<file path="src/rtl/fft_pkg.sv">
// Shared constants for the 16-point R2SDF FFT pipeline.
package fft_pkg;
  localparam int WD    = 12;
  localparam int N_FFT = 16;
  localparam int NSTG  = 4;
  localparam int STAGE_DEPTH [NSTG] = '{8, 4, 2, 1};
  localparam logic signed [WD-1:0] SAT_MAX = 12'sd2047;
  localparam logic signed [WD-1:0] SAT_MIN = -12'sd2048;
endpackage

</file>
<file path="src/rtl/butterfly.sv">
// Combinational radix-2 butterfly: sat(a+b), sat(a-b) on one guard bit.
module butterfly #(
  parameter int WD = fft_pkg::WD
) (
  input  logic signed [WD-1:0] a_re,
  input  logic signed [WD-1:0] a_im,
  input  logic signed [WD-1:0] b_re,
  input  logic signed [WD-1:0] b_im,
  output logic signed [WD-1:0] sum_re,
  output logic signed [WD-1:0] sum_im,
  output logic signed [WD-1:0] diff_re,
  output logic signed [WD-1:0] diff_im
);
  // Overflow shows as disagreement between the guard bit and the result MSB.
  function automatic logic signed [WD-1:0] s_sat_13_12(input logic signed [WD:0] x);
    logic signed [WD-1:0] r;
    if (x[WD] != x[WD-1]) r = x[WD] ? {1'b1, {(WD-1){1'b0}}} : {1'b0, {(WD-1){1'b1}}};
    else                  r = x[WD-1:0];
    return r;
  endfunction

  function automatic logic signed [WD:0] sx(input logic signed [WD-1:0] v);
    return {v[WD-1], v};
  endfunction

  assign sum_re  = s_sat_13_12(sx(a_re) + sx(b_re));
  assign sum_im  = s_sat_13_12(sx(a_im) + sx(b_im));
  assign diff_re = s_sat_13_12(sx(a_re) - sx(b_re));
  assign diff_im = s_sat_13_12(sx(a_im) - sx(b_im));
endmodule

</file>
<file path="src/rtl/r2sdf_stage.sv">
// One radix-2 single-path delay-feedback stage: pairs n with n+DEPTH via a feedback delay line.
module r2sdf_stage
  import fft_pkg::*;
#(
  parameter int WD    = fft_pkg::WD,
  parameter int DEPTH = 8,
  parameter int LOGD  = 3,
  localparam int TW   = (LOGD > 0) ? LOGD : 1
) (
  input  logic                 clk,
  input  logic                 rst,
  input  logic                 in_valid,
  input  logic signed [WD-1:0] din_re,
  input  logic signed [WD-1:0] din_im,
  output logic                 out_valid,
  output logic signed [WD-1:0] dout_re,
  output logic signed [WD-1:0] dout_im,
  output logic                 dout_diff,
  output logic [TW-1:0]        tw_idx
);
  logic [LOGD:0]        cnt;
  logic                 phase, primed;
  logic [TW-1:0]        k;
  logic signed [WD-1:0] dl_re, dl_im, push_re, push_im;
  logic signed [WD-1:0] sum_re, sum_im, diff_re, diff_im;

  assign phase = cnt[LOGD];
  if (LOGD > 0) begin : g_k
    assign k = cnt[TW-1:0];
  end else begin : g_k0
    assign k = '0;
  end

  // cnt spans exactly one frame, so the natural wrap is the frame boundary.
  always_ff @(posedge clk) begin
    if (rst) begin
      cnt    <= '0;
      primed <= 1'b0;
    end else if (in_valid) begin
      cnt <= cnt + 1'b1;
      if (phase) primed <= 1'b1;
    end
  end

  butterfly #(.WD(WD)) u_bfly (
    .a_re(dl_re), .a_im(dl_im), .b_re(din_re), .b_im(din_im),
    .sum_re(sum_re), .sum_im(sum_im), .diff_re(diff_re), .diff_im(diff_im)
  );

  // Fill phase loads fresh samples; compute phase feeds back the differences.
  assign push_re = phase ? diff_re : din_re;
  assign push_im = phase ? diff_im : din_im;

  for (genvar i = 0; i < DEPTH; i++) begin : g_dl
    logic signed [WD-1:0] re, im, nre, nim;
    if (i == 0) begin : g_head
      assign nre = push_re;
      assign nim = push_im;
    end else begin : g_tap
      assign nre = g_dl[i-1].re;
      assign nim = g_dl[i-1].im;
    end
    always_ff @(posedge clk) begin
      if (rst) begin
        re <= '0;
        im <= '0;
      end else if (in_valid) begin
        re <= nre;
        im <= nim;
      end
    end
  end
  assign dl_re = g_dl[DEPTH-1].re;
  assign dl_im = g_dl[DEPTH-1].im;

  always_ff @(posedge clk) begin
    if (rst) begin
      out_valid <= 1'b0;
      dout_re   <= '0;
      dout_im   <= '0;
      dout_diff <= 1'b0;
      tw_idx    <= '0;
    end else begin
      out_valid <= in_valid & (phase | primed);
      if (in_valid) begin
        dout_re   <= phase ? sum_re : dl_re;
        dout_im   <= phase ? sum_im : dl_im;
        dout_diff <= ~phase;
        tw_idx    <= k;
      end
    end
  end
endmodule
</file>
<file path="config.mk">
export PLATFORM = sky130hd
export DESIGN_NAME = r2sdf_stage
export DESIGN_NICKNAME = d
export VERILOG_FILES = /design/src/rtl/fft_pkg.sv /design/src/rtl/butterfly.sv /design/src/rtl/r2sdf_stage.sv
export SDC_FILE = /design/constraint.sdc
export NUM_CORES = 1
export LEC_CHECK = 0
export CAP_MARGIN = 30
export CORE_UTILIZATION = 43
export CTS_BUF_LIST = sky130_fd_sc_hd__clkbuf_4 sky130_fd_sc_hd__clkbuf_8
export CTS_CLUSTER_DIAMETER = 50
export DETAILED_ROUTE_END_ITERATION = 7
export SLEW_MARGIN = 25
export SYNTH_ARGS = -nofsm -noshare
export SYNTH_HDL_FRONTEND = slang
export SYNTH_SLANG_ARGS = --single-unit
</file>
<file path="constraint.sdc">
create_clock -name clk -period 2.9 [get_ports clk]
set_clock_uncertainty 0.1 [all_clocks]
set_input_delay 0.29 -clock clk [delete_from_list [all_inputs] [get_ports clk]]
set_output_delay 0.29 -clock clk [all_outputs]
set_load 0.05 [all_outputs]
</file>
==> results of run 1 <==
## registers in the layout, summed over array words and instances (netlist names)
signal,count
dout_im,12
dout_re,12
primed,1
g_dl.re,84
tw_idx,3
dout_diff,1
dl_im,12
out_valid,1
g_dl.im,84
cnt,4
dl_re,12
## kinds of logic (layout without fill, tap and decap cells)
kind of cell	count (synthesis)	after routing
adder cells (fa/ha/maj)	59	59
multiplexers	175	175
AND/OR/NAND/NOR	362	362
buffers and inverters	120	358
AO/OA/AOI/OAI	191	191
XOR/XNOR	37	37
flip-flops	226	226
## per-stage QoR
step           setup WS [ps]  utilization  power (W)  setup TNS (ps)
2_1_floorplan            133            -    0.00362               0
4_1_cts                -2.76        0.561    0.00707           -2.76
6_report                57.8        0.570    0.00699               0
3_3_place_gp            -479        0.523    0.00387          -17340
5_1_grt                -23.1        0.570    0.00728           -76.5
3_5_place_dp            -483        0.523    0.00387          -18500
## how the worst min path moves through the flow
stage / end / from / slack (ps) / cells after the start
floorplan: out_valid / primed / 340 / 2
global placement: primed / primed / 350 / 2
detailed placement: dout_im[11] / dout_im[11] / 370 / 2
CTS: g_dl[1].re[9] / in_valid / 90 / 3
global route: g_dl[5].re[2] / in_valid / 110 / 3
finish: g_dl[1].re[9] / in_valid / 110 / 3
## report_power, final
part	leakage (nW)	switching (W)	internal, W
clock	0.477	0.00136	0.00181
combinational	4.01	0.000343	0.000292
sequential	1.83	0.0000322	0.00315
## Yosys cell counts (4+ instances only)
cell type / number
or2_2: 5
nand3_1: 5
mux2i_1: 175
nand2_1: 45
a211o_1: 10
buf_2: 5
inv_1: 46
o21ai_0: 19
a31oi_1: 9
a211oi_1: 11
nor2_1: 245
buf_1: 23
nand2b_1: 9
or2_1: 11
a21o_1: 8
o22ai_1: 18
clkbuf_1: 41
o21ai_1: 4
xor2_1: 10
dfxtp_1: 226
maj3_1: 6
xnor2_1: 27
ha_1: 49
a311oi_1: 4
nor2b_1: 6
o21bai_1: 8
fa_1: 4
nor3_1: 14
a22oi_1: 26
a21oi_1: 33
## metal layers
layer  routed length, um  part of all wire
met1               13500              0.50
met2               11800              0.44
met3                1290             0.048
met4                 392             0.015
met5                   0                 0
## cell usage in the layout, fill, tap and decap left out, types with 4 or more instances in the layout
cell type | synthesis | final
a211o_1 | 10 | 10
a211oi_1 | 11 | 8
a21o_1 | 8 | 8
a21oi_1 | 33 | 30
a22oi_1 | 26 | 26
a311oi_1 | 4 | 4
a31oi_1 | 9 | 8
buf_12 | 0 | 6
buf_4 | 1 | 171
clkbuf_4 | 0 | 15
clkbuf_8 | 1 | 47
clkdlybuf4s50_1 | 0 | 53
clkinv_2 | 0 | 6
dfxtp_1 | 226 | 220
dfxtp_2 | 0 | 5
ha_1 | 49 | 46
inv_1 | 46 | 45
maj3_1 | 6 | 6
mux2i_1 | 175 | 174
nand2_1 | 45 | 45
nand2b_1 | 9 | 9
nand3_1 | 5 | 5
nor2_1 | 245 | 239
nor2_2 | 0 | 4
nor2b_1 | 6 | 6
nor3_1 | 14 | 14
o21ai_0 | 19 | 17
o21ai_1 | 4 | 5
o21bai_1 | 8 | 8
o22ai_1 | 18 | 18
or2_1 | 11 | 11
or2_2 | 5 | 5
xnor2_1 | 27 | 26
xor2_1 | 10 | 10
## cell type report
type,count,area (um^2)
multi-input combinational,824,5920
sequential,226,4530
timing repair buffer,235,2010
inverter,47,176
fill,2205,10500
clock buffer,62,759
clock inverter,14,138
tap,324,405
## critical path, cell delays in order, from the launching register on
cell,delay (ps)
dfxtp_4,380
buf_6,110
ha_4,120
inv_2,40
fa_2,410
nor2_4,150
nor2_4,60
o21ai_4,210
a21oi_2,90
o21bai_1,180
or3b_4,410
a21oi_4,250
clkbuf_16,200
a211o_1,90
## repair_timing
action	in CTS	in global routing
buffers inserted	0	4
pin swaps	0	10
setup endpoints to repair	16	43
gates cloned	0	1
gates resized for setup	3	42
==> flow_metrics.env, run 1 <==
export IMPL_die_y_um=160
export IMPL_synthXorXnorAreaFrac=0.0301
export IMPL_synth_compound_area_frac=0.129
export IMPL_synth_edf_count=0
export IMPL_yosys_top_cells_area="dfxtp_1 42%, mux2i_1 16%, nor2_1 8.5%"
export IMPL_numCtsBuffers=42
export IMPL_area_growth_pct=29.5
export IMPL_routed_via_density=5.08
export IMPL_drt_wl_total_um=27000
export IMPL_ys_warn_count=0
export IMPL_synth_top_flop_cell="dfxtp_1"
export IMPL_r2r_setup_slack_ps=60
export IMPL_maxSlewHeadroom=0.487
export IMPL_dp_hpwl_um=19000
export IMPL_holdBufCountCts=0
export IMPL_max_vdd_ir_drop_mv=0.391
export IMPL_clockBufferDepth=3
export IMPL_rsz0062_at_grt="yes"
export IMPL_coreArea_um2=24500
export IMPL_layoutNonFillerInstCount=1732
export IMPL_final_area_um2=13900
export IMPL_wl_per_cell_um=15.6
export IMPL_netlist_area_um2=10800
export IMPL_synth_cell_types=74
export IMPL_cts_max_level=2
export IMPL_cp_arrival_ps=3240
export IMPL_clkTransAtPathRegs_ps=60
export IMPL_slew_viol_final=0
export IMPL_dieArea_um2=25700
export IMPL_cts_tree="done"
export IMPL_power_leakage_nw=6.32
export IMPL_portBuffers=55
export IMPL_worst_pin_slew_ps=769
export IMPL_pin_count=56
export IMPL_clock_latency_ps=560
export IMPL_r2r_start="dl_re[0]"
export IMPL_r2r_cells=13
export IMPL_die_w_um=160
export IMPL_route_detailed_drc=0
export IMPL_grt_max_degree=164
export IMPL_firstDrtPassIters=5
export IMPL_diodes=0
export IMPL_ys_ff_latch=226
export IMPL_clock_root_buffer="clkbuf_8"
export IMPL_hold_class="input pin to flip-flop"
export IMPL_gp_congestion=0.904
export IMPL_antenna_found_initial=0
export IMPL_synthSimpleGateAreaFrac=0.142
export IMPL_path_class="flip-flop to flip-flop"
export IMPL_max_freq_ghz=0.352
export IMPL_synth_top_cell_by_area="dfxtp_1"
export IMPL_muxShareOfSynthArea=0.163
export IMPL_synthDominantCellAreaShare=0.420
export IMPL_cp_start_kind="flip-flop"
export IMPL_finalCritPeriodShare=0.980
export IMPL_drt_iter0_drc=693
export IMPL_syn_num_nets=1250
export IMPL_final_hold_viol_count=0
export IMPL_p_per_area_nw_per_um2=502
export IMPL_use_met2=0.322
export IMPL_grt_use_total=0.211
export IMPL_yosys_area_share_adder=0.0700
export IMPL_crit_end="dout_re[2]"
export IMPL_overflow=0
export IMPL_via_count=8796
export IMPL_ant_nets=0
export IMPL_clkSinkCount=226
export IMPL_synth_async_reset_ratio=0
export IMPL_whs_ps=108
export IMPL_r2r_end="dout_re[2]"
export IMPL_grt_most_used_layer="met2"
export IMPL_synth_seq_area_share=0.420
export IMPL_syn_area_per_cell_um2=9.20
export IMPL_place_area_um2=12800
export IMPL_row_count=57
export IMPL_grt_first_pass_wirelength_um=44000
export IMPL_grt_util_met3=0.0351
export IMPL_initial_core_util=0.440
export IMPL_fin_nets=1456
export IMPL_max_cap_viol_count=0
export IMPL_synth_top_family_by_area="multiplexers"
export IMPL_cp_end_kind="flip-flop"
export IMPL_startpoint="dl_re[0]"
export IMPL_grt_util_met1=0.307
export IMPL_status="finished, final reports clean"
export IMPL_min_period_ps=2840
export IMPL_setup_viol=0
export IMPL_final_layout_size_suffix_gt1_frac=0.219
export IMPL_required_ps=3290
export IMPL_placedCellCount=1651
export IMPL_syn_inst=1170
export IMPL_grt_pass1_vias=8351
export IMPL_worstPathMaxFanout=5
No activity file was read; power rests on OpenSTA's default activity.
==> run 2, diff against run 1 <==
--- a/config.mk
+++ b/config.mk
@@ -10,6 +10,8 @@
 export CTS_BUF_LIST = sky130_fd_sc_hd__clkbuf_4 sky130_fd_sc_hd__clkbuf_8
 export CTS_CLUSTER_DIAMETER = 50
 export DETAILED_ROUTE_END_ITERATION = 7
+export HOLD_SLACK_MARGIN = 0.06
+export REMOVE_ABC_BUFFERS = 1
 export SLEW_MARGIN = 25
 export SYNTH_ARGS = -nofsm -noshare
 export SYNTH_HDL_FRONTEND = slang
==> run 2 against run 1 <==
Against the previous run:
- sequential cell count did not move
- sequential power barely moved
- critical path depth fell by 1
- design area fell by 1.2%
- global-route usage fell by 1.2 points
- critical endpoint is now g_dl[0].re[3]
- clock-buffer cell count fell by 6
- first-iteration DRC count fell by 38%
- register-to-register slack improved by 60 ps
- worst hold slack improved by 260 ps
- utilization fell by 0.71 points
- via count fell by 1.5%
==> flow_metrics.env, run 2 (synthesis gave the netlist of run 1 again) <==
export IMPL_status="finished, final reports clean"
export IMPL_max_freq_ghz=0.355
export IMPL_max_vdd_ir_drop_mv=0.442
export IMPL_whs_ps=372
export IMPL_route_detailed_drc=0
export IMPL_cp_arrival_ps=3190
export IMPL_initial_core_util=0.440
export IMPL_coreArea_um2=24500
export IMPL_cp_end_kind="flip-flop"
export IMPL_finalCritPeriodShare=0.971
export IMPL_reg_top3="g_dl.im (84), g_dl.re (84)"
export IMPL_p_per_area_nw_per_um2=505
export IMPL_gp_congestion=0.936
export IMPL_multi_input_comb_area_um2=5900
export IMPL_die_w_um=160
export IMPL_clock_latency_ps=540
export IMPL_slew_viol_final=0
export IMPL_internal_power_w=0.00531
export IMPL_clock_root_buffer="clkbuf_8"
export IMPL_tns_ps=0
export IMPL_portBuffers=55
export IMPL_p_clk_frac=0.453
export IMPL_firstDrtPassIters=5
export IMPL_path_class="input pin to flip-flop"
export IMPL_p_comb_frac=0.090
export IMPL_hold_end="primed"
export IMPL_pin_count=56
export IMPL_nFillCells=2237
export IMPL_final_layout_size_suffix_gt1_frac=0.207
export IMPL_cp_start_kind="input pin"
export IMPL_layout_common_cells="243 x nor2_1, 218 x dfxtp_1, 174 x mux2i_1"
export IMPL_ant_nets=0
export IMPL_setup_viol=0
export IMPL_whs_path_depth=2
export IMPL_drt_wl_total_um=25600
export IMPL_overflow=0
export IMPL_switching_share=0.237
export IMPL_power_leakage_nw=6.22
export IMPL_row_count=57
export IMPL_routed_via_density=5.05
export IMPL_grt_pass1_vias=8311
export IMPL_dp_hpwl_um=17900
export IMPL_min_period_ps=2820
export IMPL_wl_per_cell_um=14.9
export IMPL_r2r_end="g_dl[0].re[3]"
export IMPL_worst_pin_slew_ps=668
export IMPL_area_growth_pct=27.9
export IMPL_grt_use_total=0.200
export IMPL_r2r_start="dl_re[1]"
export IMPL_clkTransAtPathRegs_ps=60
export IMPL_power_w=0.00695
export IMPL_sequentialPowerShare=0.458
export IMPL_hp_start="primed"
export IMPL_place_ws_ps=-501
export IMPL_fin_nets=1446
export IMPL_clkSinkCount=226
export IMPL_final_hold_viol_count=0
export IMPL_setup_ws_ps=83.9
export IMPL_die_y_um=160
export IMPL_r2r_cells=10
export IMPL_worstPathMaxFanout=4
export IMPL_required_ps=3280
export IMPL_final_common_cell="nor2_1"
export IMPL_cts_max_level=2
export IMPL_ff_latch_area_um2=4540
export IMPL_numCtsBuffers=40
export IMPL_grt_first_pass_wirelength_um=41700
export IMPL_via_count=8661
export IMPL_diodes=0
export IMPL_max_cap_viol_count=0
export IMPL_cts_tree="done"
export IMPL_grt_max_degree=113
export IMPL_drt_iter0_drc=429
export IMPL_r2r_setup_slack_ps=120
export IMPL_hold_class="flip-flop to flip-flop"
export IMPL_dieArea_um2=25700
export IMPL_clockBufferDepth=3
export IMPL_maxSlewHeadroom=0.555
export IMPL_antenna_found_initial=0
export IMPL_power_switching_w=0.00165
[run 2: cell count changes in the layout (fill, tap and decap cells not counted), sizes merged]
cell         previous run  this run
buf                   181       172
clkbuf                 63        56
clkinv                 10         6
bufinv                  1         3
dlygate4sd3             0         2
inv                    49        48
[run 2: how the worst max path moves through the flow]
stage / startpoint / endpoint / depth (start not counted)
2_1_floorplan: dl_im[4] / dout_im[0] / 9
3_3_place_gp: din_re[4] / g_dl[0].re[2] / 12
3_5_place_dp: din_re[4] / g_dl[0].re[3] / 12
4_1_cts: dl_re[4] / g_dl[0].re[5] / 9
5_1_grt: dl_im[2] / g_dl[0].im[10] / 11
6_report: din_re[1] / g_dl[0].re[3] / 12
[run 2: routing by layer]
metal	vias up	wire length, um	global-route usage
li1	4436	-	-
met1	4044	13300	0.291
met4	0	417	0.0615
met2	148	10700	0.293
met3	33	1210	0.0408
met5	-	0	0
[run 2: repair_timing]
item,4_1_cts,5_1_grt
setup buffers,0,5
hold buffers,2,0
endpoints found under the setup margin,0,40
hold endpoints to repair,42,0
resized for setup,0,39
[run 2: power groups by stage]
stage | sequential, W | clock (W) | combinational, W
after detailed placement | 0.00325 | 0 | 0.000605
after CTS | 0.00318 | 0.00325 | 0.000610
after global routing | 0.00319 | 0.00339 | 0.000679
after floorplan | 0.00325 | 0 | 0.000269
final | 0.00318 | 0.00315 | 0.000624
after global placement | 0.00325 | 0 | 0.000602
[run 2: worst max-delay path, cell delays in order]
cell	delay [ps]
clkdlybuf4s50_1	500
inv_1	100
ha_4	250
and2b_2	190
o31a_1	320
a221oi_4	330
mux2i_2	310
a2111oi_4	80
buf_4	170
maj3_1	320
o221a_2	240
nor2_1	80
[run 2: metrics by stage]
step | instance area [um^2] | std cells | util
2_1_floorplan | 10500 | 1097 | -
3_3_place_gp | 12700 | 1641 | 0.519
3_5_place_dp | 12700 | 1641 | 0.519
4_1_cts | 13600 | 1710 | 0.555
5_1_grt | 13800 | 1715 | 0.563
6_report | 13800 | 1715 | 0.563
[run 2: area by class of cell]
type | count | share of cell area
Multi-Input combinational cell | 824 | 0.429
Sequential cell | 226 | 0.330
Timing Repair Buffer | 227 | 0.137
Clock buffer | 56 | 0.0524
Tap cell | 324 | 0.0295
Inverter | 47 | 0.0128
Clock inverter | 11 | 0.00991
==> run 3, diff against run 2 <==
--- a/config.mk
+++ b/config.mk
@@ -12,7 +12,6 @@
 export DETAILED_ROUTE_END_ITERATION = 7
 export HOLD_SLACK_MARGIN = 0.06
 export REMOVE_ABC_BUFFERS = 1
-export SLEW_MARGIN = 25
 export SYNTH_ARGS = -nofsm -noshare
 export SYNTH_HDL_FRONTEND = slang
 export SYNTH_SLANG_ARGS = --single-unit
==> results of run 3 <==
Final layout, timing and power as in run 2 (identical DEF).
